### config.mk
export PLATFORM = sky130hd
export DESIGN_NAME = vec_mul_host
export DESIGN_NICKNAME = d
export VERILOG_FILES = /design/src/rtl/vec_mul_host.sv
export SDC_FILE = /design/constraint.sdc
export NUM_CORES = 1
export LEC_CHECK = 0
export ABC_AREA = 0
export CAP_MARGIN = 20
export CORE_MARGIN = 10
export CORE_UTILIZATION = 37
export CTS_CLUSTER_SIZE = 14
export DETAILED_ROUTE_END_ITERATION = 6
export GPL_TIMING_DRIVEN = 0
export SETUP_SLACK_MARGIN = 0.4
export SYNTH_ARGS = -nofsm -noshare
export SYNTH_HDL_FRONTEND = slang
export SYNTH_SLANG_ARGS = --single-unit
### constraint.sdc
create_clock -name clk -period 8.2 [get_ports clk]
set_input_delay 0.82 -clock clk [delete_from_list [all_inputs] [get_ports clk]]
set_output_delay 0.82 -clock clk [all_outputs]
set_load 0.005 [all_outputs]
### src/rtl/vec_mul_host.sv
// Initiator end of the UART vector-multiply link: sends vec1 then vec2 as WIDTH-bit
// frames, collects N 2*WIDTH-bit results. Optional response timeout: VEC_HOST_TIMEOUT_EN.
module vec_mul_host #(
   parameter int N              = 8,
   parameter int WIDTH          = 8,
   parameter int CLKS_PER_BIT   = 16,
   parameter int TIMEOUT_CYCLES = 100000
) (
   input  logic                     clk,
   input  logic                     rst,
   input  logic                     start,
   input  logic [N*WIDTH-1:0]       vec1,
   input  logic [N*WIDTH-1:0]       vec2,
   input  logic                     rx,
   output logic                     tx,
   output logic                     busy,
   output logic                     done,
   output logic                     err,
   output logic [2*N*WIDTH-1:0]     result
);

   localparam int RW = 2 * WIDTH;
   localparam int CW = $clog2(CLKS_PER_BIT);
   localparam int BW = $clog2(RW + 2);
   localparam int EW = $clog2(2 * N);

   localparam logic [CW-1:0] HALF_M1 = CW'(CLKS_PER_BIT / 2 - 1);
   localparam logic [CW-1:0] FULL_M1 = CW'(CLKS_PER_BIT - 1);
   localparam logic [BW-1:0] TX_STOP = BW'(WIDTH + 1);
   localparam logic [BW-1:0] RX_STOP = BW'(RW + 1);
   localparam logic [BW-1:0] TX_DBITS = BW'(WIDTH);
   localparam logic [EW-1:0] TX_LAST = EW'(2 * N - 1);
   localparam logic [EW-1:0] RX_LAST = EW'(N - 1);

   typedef enum logic [1:0] {IDLE, SEND, RECV} state_t;

   state_t                  state_q, state_d;
   logic                    tx_q, tx_d;
   logic                    done_q, done_d;
   logic                    err_q, err_d;
   logic [2*N*WIDTH-1:0]    ops_q, ops_d;
   logic [2*N*WIDTH-1:0]    result_q, result_d;
   logic [CW-1:0]           clk_cnt_q, clk_cnt_d;
   logic [BW-1:0]           bit_cnt_q, bit_cnt_d;
   logic [EW-1:0]           elem_q, elem_d;
   logic                    rx_act_q, rx_act_d;
   logic [RW-1:0]           rdata_q, rdata_d;
   logic                    rx_s1_q, rx_s2_q, rx_prev_q;
   logic [WIDTH-1:0]        cur_elem, tx_shift;

`ifdef VEC_HOST_TIMEOUT_EN
   localparam int TW = $clog2(TIMEOUT_CYCLES + 1);
   localparam logic [TW-1:0] TO_LAST = TW'(TIMEOUT_CYCLES - 1);
   logic [TW-1:0] to_cnt_q, to_cnt_d;
   logic          to_clr;
`else
   localparam int unused_timeout = TIMEOUT_CYCLES;
`endif

   always_comb begin
      state_d   = state_q;
      tx_d      = tx_q;
      done_d    = 1'b0;
      err_d     = err_q;
      ops_d     = ops_q;
      result_d  = result_q;
      clk_cnt_d = clk_cnt_q;
      bit_cnt_d = bit_cnt_q;
      elem_d    = elem_q;
      rx_act_d  = rx_act_q;
      rdata_d   = rdata_q;
      cur_elem  = ops_q[elem_q*WIDTH +: WIDTH];
      tx_shift  = cur_elem >> bit_cnt_q;

      case (state_q)
         IDLE: begin
            tx_d = 1'b1;
            if (start) begin
               state_d   = SEND;
               ops_d     = {vec2, vec1};
               err_d     = 1'b0;
               elem_d    = '0;
               clk_cnt_d = '0;
               bit_cnt_d = '0;
               rx_act_d  = 1'b0;
               tx_d      = 1'b0;
            end
         end
         SEND: begin
            if (clk_cnt_q == FULL_M1) begin
               clk_cnt_d = '0;
               if (bit_cnt_q == TX_STOP) begin
                  bit_cnt_d = '0;
                  if (elem_q == TX_LAST) begin
                     state_d = RECV;
                     elem_d  = '0;
                     tx_d    = 1'b1;
                  end else begin
                     elem_d = elem_q + 1'b1;
                     tx_d   = 1'b0;
                  end
               end else begin
                  // moving from frame bit b to b+1 puts data bit b on the line
                  bit_cnt_d = bit_cnt_q + 1'b1;
                  tx_d      = (bit_cnt_q < TX_DBITS) ? tx_shift[0] : 1'b1;
               end
            end else begin
               clk_cnt_d = clk_cnt_q + 1'b1;
            end
         end
         RECV: begin
            tx_d = 1'b1;
            if (!rx_act_q) begin
               if (rx_prev_q && !rx_s2_q) begin
                  rx_act_d  = 1'b1;
                  clk_cnt_d = '0;
                  bit_cnt_d = '0;
               end
            end else if (bit_cnt_q == '0) begin
               if (clk_cnt_q == HALF_M1) begin
                  clk_cnt_d = '0;
                  if (rx_s2_q) rx_act_d = 1'b0;
                  else         bit_cnt_d = 1;
               end else begin
                  clk_cnt_d = clk_cnt_q + 1'b1;
               end
            end else if (clk_cnt_q == FULL_M1) begin
               clk_cnt_d = '0;
               if (bit_cnt_q == RX_STOP) begin
                  rx_act_d = 1'b0;
                  if (rx_s2_q) begin
                     result_d[elem_q*RW +: RW] = rdata_q;
                     if (elem_q == RX_LAST) begin
                        state_d = IDLE;
                        done_d  = 1'b1;
                        elem_d  = '0;
                     end else begin
                        elem_d = elem_q + 1'b1;
                     end
                  end else begin
                     err_d   = 1'b1;
                     state_d = IDLE;
                  end
               end else begin
                  rdata_d   = {rx_s2_q, rdata_q[RW-1:1]};
                  bit_cnt_d = bit_cnt_q + 1'b1;
               end
            end else begin
               clk_cnt_d = clk_cnt_q + 1'b1;
            end
         end
         default: state_d = IDLE;
      endcase

`ifdef VEC_HOST_TIMEOUT_EN
      // restarted on RECV entry and on every start bit confirmed at mid-bit
      to_clr   = rx_act_q && (bit_cnt_q == '0) && (clk_cnt_q == HALF_M1) && !rx_s2_q;
      to_cnt_d = '0;
      if (state_q == RECV) begin
         to_cnt_d = to_clr ? '0 : to_cnt_q + 1'b1;
         if (state_d == RECV && to_cnt_q == TO_LAST) begin
            state_d  = IDLE;
            err_d    = 1'b1;
            rx_act_d = 1'b0;
         end
      end
`endif
   end

   always_ff @(posedge clk or negedge rst) begin
      if (!rst) begin
         state_q   <= IDLE;
         tx_q      <= 1'b1;
         done_q    <= 1'b0;
         err_q     <= 1'b0;
         ops_q     <= '0;
         result_q  <= '0;
         clk_cnt_q <= '0;
         bit_cnt_q <= '0;
         elem_q    <= '0;
         rx_act_q  <= 1'b0;
         rdata_q   <= '0;
         rx_s1_q   <= 1'b1;
         rx_s2_q   <= 1'b1;
         rx_prev_q <= 1'b1;
`ifdef VEC_HOST_TIMEOUT_EN
         to_cnt_q  <= '0;
`endif
      end else begin
         state_q   <= state_d;
         tx_q      <= tx_d;
         done_q    <= done_d;
         err_q     <= err_d;
         ops_q     <= ops_d;
         result_q  <= result_d;
         clk_cnt_q <= clk_cnt_d;
         bit_cnt_q <= bit_cnt_d;
         elem_q    <= elem_d;
         rx_act_q  <= rx_act_d;
         rdata_q   <= rdata_d;
         rx_s1_q   <= rx;
         rx_s2_q   <= rx_s1_q;
         rx_prev_q <= rx_s2_q;
`ifdef VEC_HOST_TIMEOUT_EN
         to_cnt_q  <= to_cnt_d;
`endif
      end
   end

   assign tx     = tx_q;
   assign busy   = (state_q != IDLE);
   assign done   = done_q;
   assign err    = err_q;
   assign result = result_q;

endmodule

==> Word level (Yosys, flattened, before mapping) <==
Cells that the tools add are included.
Widths: inputs -> output; s select.
{ "word_totals": {"register_bits": 294, "inputBits": 132, "out_inout_bits": 132, "word_cells": 134} }
{ "op_classes": {"add_sub_neg": 4, "magnitude_cmp": 1, "eq_ne": 24, "shifts": 4, "n_mux": 68, "bitwise": 2, "n_reduce_logical": 17} }
{ "ops": {"columns": ["cell", "count"], "rows": [
  ["$bwmux 128", 1],
  ["$shift 16x34->128 const A", 1],
  ["$shiftx 128x8->8", 1],
  ["$shiftx 16x34->128", 1],
  ["$mux 4", 15],
  ["$mux 5", 10],
  ["$neg 8->34", 1],
  ["$mux 1", 25],
  ["$pmux 4 s3", 2],
  ["$mux 2", 10],
  ["$ne 2x2->1 const B", 10],
  ["$reduce_and 9->1", 2],
  ["$ne 4x4->1 const B", 4],
  ["$pmux 5 s3", 1],
  ["$add 4x1->4 const B", 2],
  ["$eq 4x3->1 const B", 2],
  ["$eq 4x4->1 const B", 2],
  ["$reduce_and 8->1", 1],
  ["$shr 8x5->1", 1],
  ["$reduce_and 7->1", 1],
  ["$ne 3x3->1 const B", 2],
  ["$pmux 2 s3", 1],
  ["$reduce_and 2->1", 3],
  ["$reduce_and 6->1", 1],
  ["other kinds (17)", 20]
]} }

==> Logic depth before layout (Yosys ltp) <==
{ "depth": {"depth_word": 8, "depth_mapped": 14, "mapped_depth_nobuf": 8} }

==> Least setup slack after synthesis <==
OpenSTA, ideal clock, no wires.
{ "synth_path": {"kind": "register to register", "start": "reg elem_q[0]", "end": "reg result_q[80] (netlist: result[80])", "setup_ns": 0.125, "arrival_time_ns": 3.137, "required_ns": 8.075, "path_slack_ns": 4.938, "stages_incl_launch_ff": 13, "path_buffers": 6, "synth_period_minus_slack_ns": 3.262, "path_cell_list": "dfrtp_1 -> buf_6 -> buf_4 -> buf_2 -> clkbuf_1 -> clkbuf_1 -> nor3_1 -> ha_1 -> and4_1 -> nand2_2 -> nor4b_4 -> buf_4 -> mux2_2"} }
{ "synth_via": {"elab_chain_len": 3, "word_cells_on_any_way": 4, "classes_between": "add/sub (1); shift (2); mux (1)"} }
{ "synth_lines": {"columns": ["element", "line_no", "text"], "rows": [
  ["start, declared", "45", "logic [EW-1:0] elem_q, elem_d;"],
  ["start signal, assigned", "198", "elem_q <= elem_d;"],
  ["$neg 8->34 (*)", "132", "result_d[elem_q*RW +: RW] = rdata_q;"],
  ["$shiftx 16x34->128 or $shift 16x34->128 (tied branches)", "132", null],
  ["$bwmux 128 (*)", "132", null],
  ["end signal, assigned", "195", "result_q <= result_d;"],
  ["end, declared", "42", "logic [2*N*WIDTH-1:0] result_q, result_d;"]
]} }
Every way passes the cells marked *; elsewhere a longest branch is shown, timed or not.
A chain may end at the register's enable or synchronous reset.

==> Worst setup path after layout <==
{ "layout_path": {"start": "reg elem_q[0]", "end": "reg result_q[122] (netlist: result[122])"} }
The elaborated chain is that of the path after synthesis.

==> results.cfg <==
[finish]
drive_gt1_share_pct = 30.0
final_cell_mix = 290 x dfrtp_1, 262 x clkdlybuf4s50_1, 261 x mux2_2
fin_nets = 1377
final_common_cell = dfrtp_1
area_growth_pct = 33.8
diodes = 0

[worst_setup_path]
path_depth = 12
arrival_ns = 4.67
cp_max_fo = 10
cp-startpoint = elem_q[0]
crit_path_max_incr_delay_ns = 0.61
crit_type = reg -> reg
reg2reg_from = elem_q[0]
path_cells = buf_6 > buf_4 > buf_2 > clkbuf_1 > clkbuf_1 > nor3_1 > ha_1 > and4_1 > nand2_2 > nor4_4 > buf_4 > mux2_2
cp_slowest_cell = nor4_4
r2r_end = result[122]
path_buf_inv = 6
critPathTopFamily = buffers and inverters
rr_worst_depth = 12
r2r_setup_slack_ns = 3.92
critPathLaunchType = register
worstPathRequired_ns = 8.59
end_kind = register

[cts]
cts_resized = 0
cts_setup_buffers = 0
cts_tree = built
clk_pin_slew_ns = 0.06
clock_sinks = 294
cts-root-buf = clkbuf_16
htree_levels = 2
cts_buffers = 35
ctsHoldBuffers = 0
clockBufferDepth = 3
clk_latency_ns = 0.52

[route]
vias = 8686
routed_wl_um = 38300
drc = 0
wl_per_cell_um = 22.4
first_pass_iters = 4
vias_per_cell = 5.07
drt_iter0_markers = 405
ant_nets = 0

[synthesis]
avgSynthCellArea_um2 = 14.0
synth-main-ff-cell = dfrtp_1
netlist_area_um2 = 13100
synth_nets = 1075
synth-async-reset-ratio_pct = 100
yosysWarnings = 0
ys_ff_latch = 294
ys_types = 65
ys_seq_area_share_pct = 56.2
netlist_instances = 932
synth-edff-count = 0

[timing]
hold_viol = 0
worst_slew_pin_slew_ns = 0.966
final.setup.tns_ns = 0
min_period_ns = 4.28
slew_headroom_pct = 35.6
final-setup-viol-count = 0
fin_worst_skew_ns = 0.0152
timing.final.crit_share_pct = 52.2
rsz0062_at_grt = no
max_freq_ghz = 0.234
final_max_slew_viol_count = 0

[floorplan]
start_util_pct = 37.7
rows = 68
die_x_um = 208
die_h_um = 208
fp.coreArea_um2 = 34700
design.die.area_um2 = 43300
io_pins = 264

[placed_design]
place_congestion = 0.842
io_buffer_count = 263
dp_hpwl_um = 28800

[grt]
antenna_found_initial = 3
overflow = 0
grt_pass1_wl_um = 59500
grt_max_degree = 116
globalRouteTotalUtil_pct = 17.3
grt_pass1_vias = 9592

[job]
max_cap_viol_count = 0

[power_and_ir_drop]
power.density_nw_per_um2 = 283
p_leak_nw = 7.61
total_power_mw = 4.95
peakVddDrop_mv = 0.172

[min_path]
min-delay-path-class = in -> async

[status]
status = completed
==> report_power, final <==
group,internal [mW],switching [mW]
logic,0.730,0.694
registers,1.80,0.172
clock network,0.956,0.605
total,3.48,1.47
==> registers in the layout (all words and copies together), names as in the netlist <==
| name | count |
|---|---|
| done | 1 |
| err | 1 |
| rx_s1_q | 1 |
| ops_q | 128 |
| state_q | 2 |
| elem_q | 4 |
| rx_s2_q | 1 |
| rdata_q | 16 |
| clk_cnt_q | 4 |
| rx_act_q | 1 |
| bit_cnt_q | 5 |
| result | 128 |
| tx | 1 |
| rx_prev_q | 1 |
==> final cells by class <==
cell class                 instances  area, um2
multi-input combinational        571       5420
tap                              455        569
timing repair buffer             265       2690
fill                            3102      17200
clock buffer                      50       1010
clock inverter                    11        150
inverter                          15       56.3
sequential                       294       7360
buffer                            52        253
==> worst max path at each step <==
stage                             end  slack, ns
after global placement      ops_q[39]      -6.89
after floorplan            result[80]       4.94
after CTS                  result[55]       3.84
after global routing       result[63]       3.55
final                     result[122]       3.92
after detailed placement   result[55]       3.85
==> synth_stat cells, types with 2 or more instances <==
cell type | number | area share [%]
ha_1 | 11 | 1.1
a21oi_1 | 13 | 0.50
clkbuf_1 | 30 | 0.86
mux2_2 | 261 | 22
o21ai_0 | 31 | 1.2
nor3_1 | 4 | 0.15
nor4b_4 | 3 | 0.54
o31ai_1 | 2 | 0.11
nand2_1 | 49 | 1.4
mux4_2 | 25 | 4.3
mux2_1 | 11 | 0.95
and3_1 | 14 | 0.67
dfrtp_1 | 290 | 55
nor2b_1 | 6 | 0.29
inv_1 | 14 | 0.40
nand3_1 | 14 | 0.54
buf_1 | 5 | 0.14
or4_1 | 2 | 0.11
buf_4 | 7 | 0.40
mux2i_1 | 16 | 1.2
o22ai_1 | 3 | 0.14
nand4_1 | 3 | 0.14
nor2_2 | 3 | 0.14
and2_1 | 25 | 1.2
buf_2 | 7 | 0.27
or3_1 | 2 | 0.096
a211oi_1 | 6 | 0.34
nor3b_1 | 4 | 0.23
a31oi_1 | 6 | 0.29
nor2_1 | 16 | 0.46
buf_6 | 3 | 0.26
dfstp_2 | 4 | 0.80
o311ai_0 | 2 | 0.13
nand2b_1 | 8 | 0.38
nor4_4 | 2 | 0.32
==> stage by stage <==
step,util (%),std cells,setup WS [ns],instance area [um2],hold WS (ns)
floorplan,-,932,4.94,13100,0.345
global placement,46.9,1650,-6.89,16300,0.348
detailed placement,47.1,1652,3.85,16400,0.347
CTS,50.5,1713,3.84,17500,0.338
global route,50.5,1713,3.55,17500,0.357
finish,50.5,1713,3.92,17500,0.331
==> logic make-up after synthesis <==
logic type / Yosys count / synth area share, %
buffers and inverters: 67 / 2.36
XOR/XNOR: 1 / 0.0669
flip-flops: 294 / 56.2
AO/OA/AOI/OAI: 80 / 3.92
multiplexers: 313 / 28.9
AND/OR/NAND/NOR: 166 / 7.45
adder cells (fa/ha/maj): 11 / 1.05
==> per-layer routing <==
layer  global-route usage [%]  part of all wire [%]
met1                     22.7                    45
met4                     3.24                   1.2
met2                     28.2                    47
met5                        0                 0.076
met3                     4.93                   6.5
No activity file was read; power rests on OpenSTA's default activity.
